[config.mk]
export PLATFORM = sky130hd
export DESIGN_NAME = iahb_lite_master
export DESIGN_NICKNAME = d
export VERILOG_FILES = /design/src/rtl/iahb_lite_master.sv
export SDC_FILE = /design/constraint.sdc
export NUM_CORES = 1
export LEC_CHECK = 0
export ABC_AREA = 1
export CORE_MARGIN = 4
export CORE_UTILIZATION = 39
export DETAILED_ROUTE_END_ITERATION = 12
export HOLD_SLACK_MARGIN = 0.06
export PLACE_DENSITY = 0.86
export SLEW_MARGIN = 20
export SYNTH_ARGS = -nofsm -noshare
export SYNTH_HDL_FRONTEND = slang
export SYNTH_SLANG_ARGS = --single-unit
[constraint.sdc]
create_clock -name pll_core_cpuclk -period 5.1 [get_ports pll_core_cpuclk]
set_input_delay 1.02 -clock pll_core_cpuclk [delete_from_list [all_inputs] [get_ports pll_core_cpuclk]]
set_output_delay 1.02 -clock pll_core_cpuclk [all_outputs]
set_load 0.02 [all_outputs]
[src/rtl/iahb_lite_master.sv]
// iahb_lite_master: single-beat AHB-lite initiator issuing pipelined NONSEQ transfers.
// Commands arrive on a valid/ready port, and each transfer returns one response strobe.
// Optional macro IAHB_MST_ALIGN_CHK_EN: misaligned commands are rejected locally
// and never reach the bus.
module iahb_lite_master #(
  parameter int unsigned ADDR_W   = 32,
  parameter int unsigned ERRCNT_W = 8
) (
  input  logic                pll_core_cpuclk,
  input  logic                pad_cpu_rst,
  input  logic                cmd_valid,
  output logic                cmd_ready,
  input  logic                cmd_write,
  input  logic [ADDR_W-1:0]   cmd_addr,
  input  logic [2:0]          cmd_size,
  input  logic [31:0]         cmd_wdata,
  output logic                rsp_valid,
  output logic [31:0]         rsp_rdata,
  output logic                rsp_err,
  output logic [ADDR_W-1:0]   lite_yy_haddr,
  output logic [2:0]          lite_yy_hsize,
  output logic [1:0]          lite_yy_htrans,
  output logic                lite_yy_hwrite,
  output logic [31:0]         lite_yy_hwdata,
  input  logic [31:0]         mmc_lite_hrdata,
  input  logic                mmc_lite_hready,
  input  logic [1:0]          mmc_lite_hresp,
  output logic                busy,
  output logic [ERRCNT_W-1:0] err_cnt
);

  localparam int unsigned DATA_W      = 32;
  localparam logic [1:0]  HTRANS_IDLE = 2'b00;
  localparam logic [1:0]  HTRANS_NSEQ = 2'b10;
  localparam logic [1:0]  HRESP_ERROR = 2'b01;

  // Address-phase, data-phase and response registers
  logic                ap_vld_q, ap_vld_d;
  logic                ap_write_q, ap_write_d;
  logic [ADDR_W-1:0]   ap_addr_q, ap_addr_d;
  logic [2:0]          ap_size_q, ap_size_d;
  logic [DATA_W-1:0]   ap_wdata_q, ap_wdata_d;
  logic                ap_hold_q, ap_hold_d;
  logic                dp_vld_q, dp_vld_d;
  logic                dp_write_q, dp_write_d;
  logic [DATA_W-1:0]   dp_wdata_q, dp_wdata_d;
  logic                rsp_valid_q, rsp_valid_d;
  logic [DATA_W-1:0]   rsp_rdata_q, rsp_rdata_d;
  logic                rsp_err_q, rsp_err_d;
  logic [ERRCNT_W-1:0] err_cnt_q, err_cnt_d;

  logic err1_c, advance_c, complete_c, accept_c, err_inc_c;
`ifdef IAHB_MST_ALIGN_CHK_EN
  logic rej_pend_q, rej_pend_d;
  logic mis_c;
`endif

  // Pipeline advance, error hold, response generation and error counting
  always_comb begin
    ap_vld_d    = ap_vld_q;
    ap_write_d  = ap_write_q;
    ap_addr_d   = ap_addr_q;
    ap_size_d   = ap_size_q;
    ap_wdata_d  = ap_wdata_q;
    ap_hold_d   = ap_hold_q;
    dp_vld_d    = dp_vld_q;
    dp_write_d  = dp_write_q;
    dp_wdata_d  = dp_wdata_q;
    rsp_valid_d = 1'b0;
    rsp_rdata_d = '0;
    rsp_err_d   = 1'b0;
    err_cnt_d   = err_cnt_q;
    err_inc_c   = 1'b0;

    // First error cycle: slave signals ERROR but is not yet ready
    err1_c     = (mmc_lite_hresp == HRESP_ERROR) && !mmc_lite_hready;
    advance_c  = mmc_lite_hready && !ap_hold_q;
    complete_c = mmc_lite_hready && dp_vld_q;
    cmd_ready  = advance_c && !err1_c;
`ifdef IAHB_MST_ALIGN_CHK_EN
    rej_pend_d = rej_pend_q;
    mis_c      = ((cmd_size == 3'b001) && cmd_addr[0]) ||
                 ((cmd_size == 3'b010) && (cmd_addr[1:0] != 2'b00)) ||
                 (cmd_size > 3'b010);
    cmd_ready  = cmd_ready && !rej_pend_q;
`endif
    accept_c = cmd_valid && cmd_ready;

    if (advance_c) begin
      dp_vld_d   = ap_vld_q;
      dp_write_d = ap_write_q;
      dp_wdata_d = ap_wdata_q;
      ap_vld_d   = 1'b0;
      if (accept_c) begin
        ap_write_d = cmd_write;
        ap_addr_d  = cmd_addr;
        ap_size_d  = cmd_size;
        ap_wdata_d = cmd_wdata;
`ifdef IAHB_MST_ALIGN_CHK_EN
        ap_vld_d   = !mis_c;
`else
        ap_vld_d   = 1'b1;
`endif
      end
    end else if (mmc_lite_hready) begin
      // Second error cycle: data phase retires, cancelled address stays for re-issue
      dp_vld_d  = 1'b0;
      ap_hold_d = 1'b0;
    end

    if (err1_c && dp_vld_q) begin
      ap_hold_d = 1'b1;
    end

    if (complete_c) begin
      rsp_valid_d = 1'b1;
      rsp_rdata_d = dp_write_q ? '0 : mmc_lite_hrdata;
      rsp_err_d   = (mmc_lite_hresp == HRESP_ERROR);
      err_inc_c   = rsp_err_d;
    end

`ifdef IAHB_MST_ALIGN_CHK_EN
    // Local reject yields to a bus completion in the same cycle
    if (rej_pend_q && !complete_c) begin
      rsp_valid_d = 1'b1;
      rsp_err_d   = 1'b1;
      rsp_rdata_d = '0;
      err_inc_c   = 1'b1;
      rej_pend_d  = 1'b0;
    end
    if (accept_c && mis_c) begin
      if (complete_c) begin
        rej_pend_d = 1'b1;
      end else begin
        rsp_valid_d = 1'b1;
        rsp_err_d   = 1'b1;
        rsp_rdata_d = '0;
        err_inc_c   = 1'b1;
      end
    end
`endif

    if (err_inc_c && (err_cnt_q != {ERRCNT_W{1'b1}})) begin
      err_cnt_d = err_cnt_q + ERRCNT_W'(1);
    end
  end

  // State registers with asynchronous active-high reset
  always_ff @(posedge pll_core_cpuclk or posedge pad_cpu_rst) begin
    if (pad_cpu_rst) begin
      ap_vld_q    <= 1'b0;
      ap_write_q  <= 1'b0;
      ap_addr_q   <= '0;
      ap_size_q   <= '0;
      ap_wdata_q  <= '0;
      ap_hold_q   <= 1'b0;
      dp_vld_q    <= 1'b0;
      dp_write_q  <= 1'b0;
      dp_wdata_q  <= '0;
      rsp_valid_q <= 1'b0;
      rsp_rdata_q <= '0;
      rsp_err_q   <= 1'b0;
      err_cnt_q   <= '0;
`ifdef IAHB_MST_ALIGN_CHK_EN
      rej_pend_q  <= 1'b0;
`endif
    end else begin
      ap_vld_q    <= ap_vld_d;
      ap_write_q  <= ap_write_d;
      ap_addr_q   <= ap_addr_d;
      ap_size_q   <= ap_size_d;
      ap_wdata_q  <= ap_wdata_d;
      ap_hold_q   <= ap_hold_d;
      dp_vld_q    <= dp_vld_d;
      dp_write_q  <= dp_write_d;
      dp_wdata_q  <= dp_wdata_d;
      rsp_valid_q <= rsp_valid_d;
      rsp_rdata_q <= rsp_rdata_d;
      rsp_err_q   <= rsp_err_d;
      err_cnt_q   <= err_cnt_d;
`ifdef IAHB_MST_ALIGN_CHK_EN
      rej_pend_q  <= rej_pend_d;
`endif
    end
  end

  assign lite_yy_htrans = (ap_vld_q && !ap_hold_q) ? HTRANS_NSEQ : HTRANS_IDLE;
  assign lite_yy_haddr  = ap_addr_q;
  assign lite_yy_hsize  = ap_size_q;
  assign lite_yy_hwrite = ap_write_q;
  assign lite_yy_hwdata = dp_wdata_q;
  assign rsp_valid      = rsp_valid_q;
  assign rsp_rdata      = rsp_rdata_q;
  assign rsp_err        = rsp_err_q;
  assign busy           = ap_vld_q | dp_vld_q;
  assign err_cnt        = err_cnt_q;

endmodule

==> flow_summary.ini <==
[sta]
slew_violations = 0
final.setup.worst_slack_ns = 1.68
tightest_slew_ns = 1.07
rsz0062_at_grt = false
fin_skew_ns = 0.00759
fin_crit_ns = 3.42
finalHoldViolCount = 0
relSlewSlack = 0.286
finalSetupTns_ns = 0
fmax_mhz = 292
period_share = 0.671
setup_viol = 0

[final_layout]
fillCellCount = 1130
nNetsFinal = 909
multiInputGateArea_mm2 = 0.00166
seqCellArea_mm2 = 0.00365
fin_util = 0.609
area_delta_synth_final_pct = 51.5
drive_gt1_frac = 0.0677
antenna_cells = 0
final_cells = 993
fin_area_mm2 = 0.00852

[power]
p_per_area_mw_per_mm2 = 410
clock_power_share = 0.379
p_leak_uw = 0.00406
p_switching_uw = 950
p_comb_frac = 0.215
p_int_uw = 2550
swShare = 0.271
seq_power_share = 0.406
vdd_drop_max_mv = 0.205

[clock_network]
clock_latency_ns = 0.41
cts.sinks = 146
post_cts_buffers = 0
post_cts_resized = 0
postCtsHoldBufs = 0
clkSlewWorstSetupHoldPaths_ns = 0.05
cts_buffers = 17
ctsHtreeMaxLevel = 4
root_buffer = clkbuf_16
cts_max_path_buffers = 2
cts_tree = yes

[synth]
async_flop_share = 1.00
synth_edf_count = 0
ys_seq_area_frac = 0.649
synthesis.nets = 703
synth_common_cells = nand2_1 (197), dfrtp_1 (146), nor2_1 (67)
synth_warnings = 0
ys.flop_type = dfrtp_1
syn_area_mm2 = 0.00563
synth_seq_cells = 146
netlist_instances = 596
yosys.area.top_type_share = 0.649
synth_top_cells_by_area = dfrtp_1 (65%), nand2_1 (13%), nor2_1 (4.5%), nand3_1 (4.2%), a21oi_2 (2.5%)
ys_types = 25
synth_top_area_cell = dfrtp_1
yosysMostFrequentCell = nand2_1
avgSynthCellArea_um2 = 9.44

[global_route]
grt_max_degree = 111
grt_usage = 0.177
grt_pass1_wl_um = 22800
grt-ovfl-total = 0
antenna_found_initial = 0
first_global_vias = 4567

[die]
core_area_mm2 = 0.0140
die_area_mm2 = 0.0164
rows = 43
die_w_um = 128
ios = 220
dieHeight_um = 128
start_util = 0.402

[detailed_routing]
dr_wl_met3_um = 969
viasPerCell = 4.61
met1_length_um = 5660
drt_pass1_iterations = 4
route.met2.wl_um = 7280
wl_per_cell_um = 14.3
top_layer_used = met4
detail-route-antenna-nets = 0
num_vias = 4578
drt-initial-drc-count = 253
wl_um = 14200
drc_errors = 0

[placement]
place_worst_setup_slack_ns = 1.56
gp_congestion = 0.780
placed_area_mm2 = 0.00789
port_buffers = 218
dp.cells = 963
hpwl_um = 9780

[setup_path]
critPathKind = in -> out
crit_required_ns = 4.08
path_max_fanout = 4
crit_path_frequent_cell = clkdlybuf4s50_1
worstPathArrival_ns = 2.40
startpoint_type = input pin
slowest_stage = clkdlybuf4s50_1
crit_chain = clkdlybuf4s50_1, inv_2, nor2_8, clkdlybuf4s50_1
cp-end-kind = primary output
crit_path_max_incr_delay_ns = 0.62

[job]
maxCapViolCount = 0

[run_status]
outcome = complete, no violations

[worst_hold_path]
hp-class = reg -> reg
## stage by stage
stage	power, µW	hold WS (ns)
final	3500	0.469
after global routing	3670	0.490
after CTS	3540	0.472
after global placement	2180	0.454
after detailed placement	2200	0.457
after floorplan	1800	0.442
## layout by cell type (no fill, tap or decap), types with 2 or more instances in the layout
cell type / n
clkbuf_16: 17
inv_2: 2
a21oi_1: 10
buf_4: 3
clkbuf_1: 2
nand2_1: 197
clkdlybuf4s50_1: 217
a21oi_2: 16
bufinv_16: 5
nor2_1: 67
clkinvlp_4: 2
inv_1: 36
nand4_1: 2
dfrtp_1: 146
o21ai_1: 10
clkinv_2: 2
o21ai_0: 18
nand3_1: 47
## area by class of cell
type                       count  area share
inverter                      39      0.0178
tap                          180      0.0264
timing repair buffer         221       0.258
multi-input combinational    377       0.195
clock inverter                10      0.0216
clock buffer                  20      0.0524
sequential                   146       0.429
## worst paths after layout
check                           slack, ns         startpoint                  to  cells past startpoint
worst min register to register       0.47  lite_yy_haddr[24]   lite_yy_haddr[24]                      2
worst min-delay path                 0.47  lite_yy_haddr[24]   lite_yy_haddr[24]                      2
min in group asynchronous            1.21        pad_cpu_rst  lite_yy_hwdata[28]                      2
worst max register to register       2.79          ap_hold_q      ap_wdata_q[29]                      5
max in group asynchronous            3.01        pad_cpu_rst    lite_yy_hsize[0]                      3
worst max-delay path                 1.68    mmc_lite_hready           cmd_ready                      4
## cell families (layout without fill, tap and decap cells)
logic type | Yosys count | count (layout) | share of synthesized area
compound gates | 56 | 56 | 0.0612
xor+xnor | 2 | 2 | 0.00311
fa+ha+maj | 1 | 1 | 0.00222
buf+inv | 73 | 290 | 0.0563
flops | 146 | 146 | 0.649
other cells | 1 | 1 | 0.000667
simple gates | 317 | 317 | 0.227
## power groups by stage
stage                     Clock [µW]  Sequential, µW  Combinational [µW]
final                           1330            1420                 751
after global routing            1410            1440                 820
after CTS                       1360            1420                 763
after detailed placement           0            1440                 760
after global placement             0            1430                 745
after floorplan                    0            1560                 240
## registers in the layout, summed over array words and instances (netlist names), 3 cells and up
register and cells:
rsp_rdata 32, err_cnt 8, lite_yy_haddr 32, lite_yy_hwdata 32, lite_yy_hsize 3, ap_wdata_q 32
## per-layer routing
metal / track usage / up-vias
met5: 0 / -
met4: 0.0712 / 0
met3: 0.0513 / 21
met2: 0.297 / 152
met1: 0.213 / 2144
li1: - / 2261
## critical path: cells and delay by family
kind	cells	cell delay, ns
AND/OR/NAND/NOR	1	0.09
buffers and inverters	3	1.29
No activity file was read; power rests on OpenSTA's default activity.
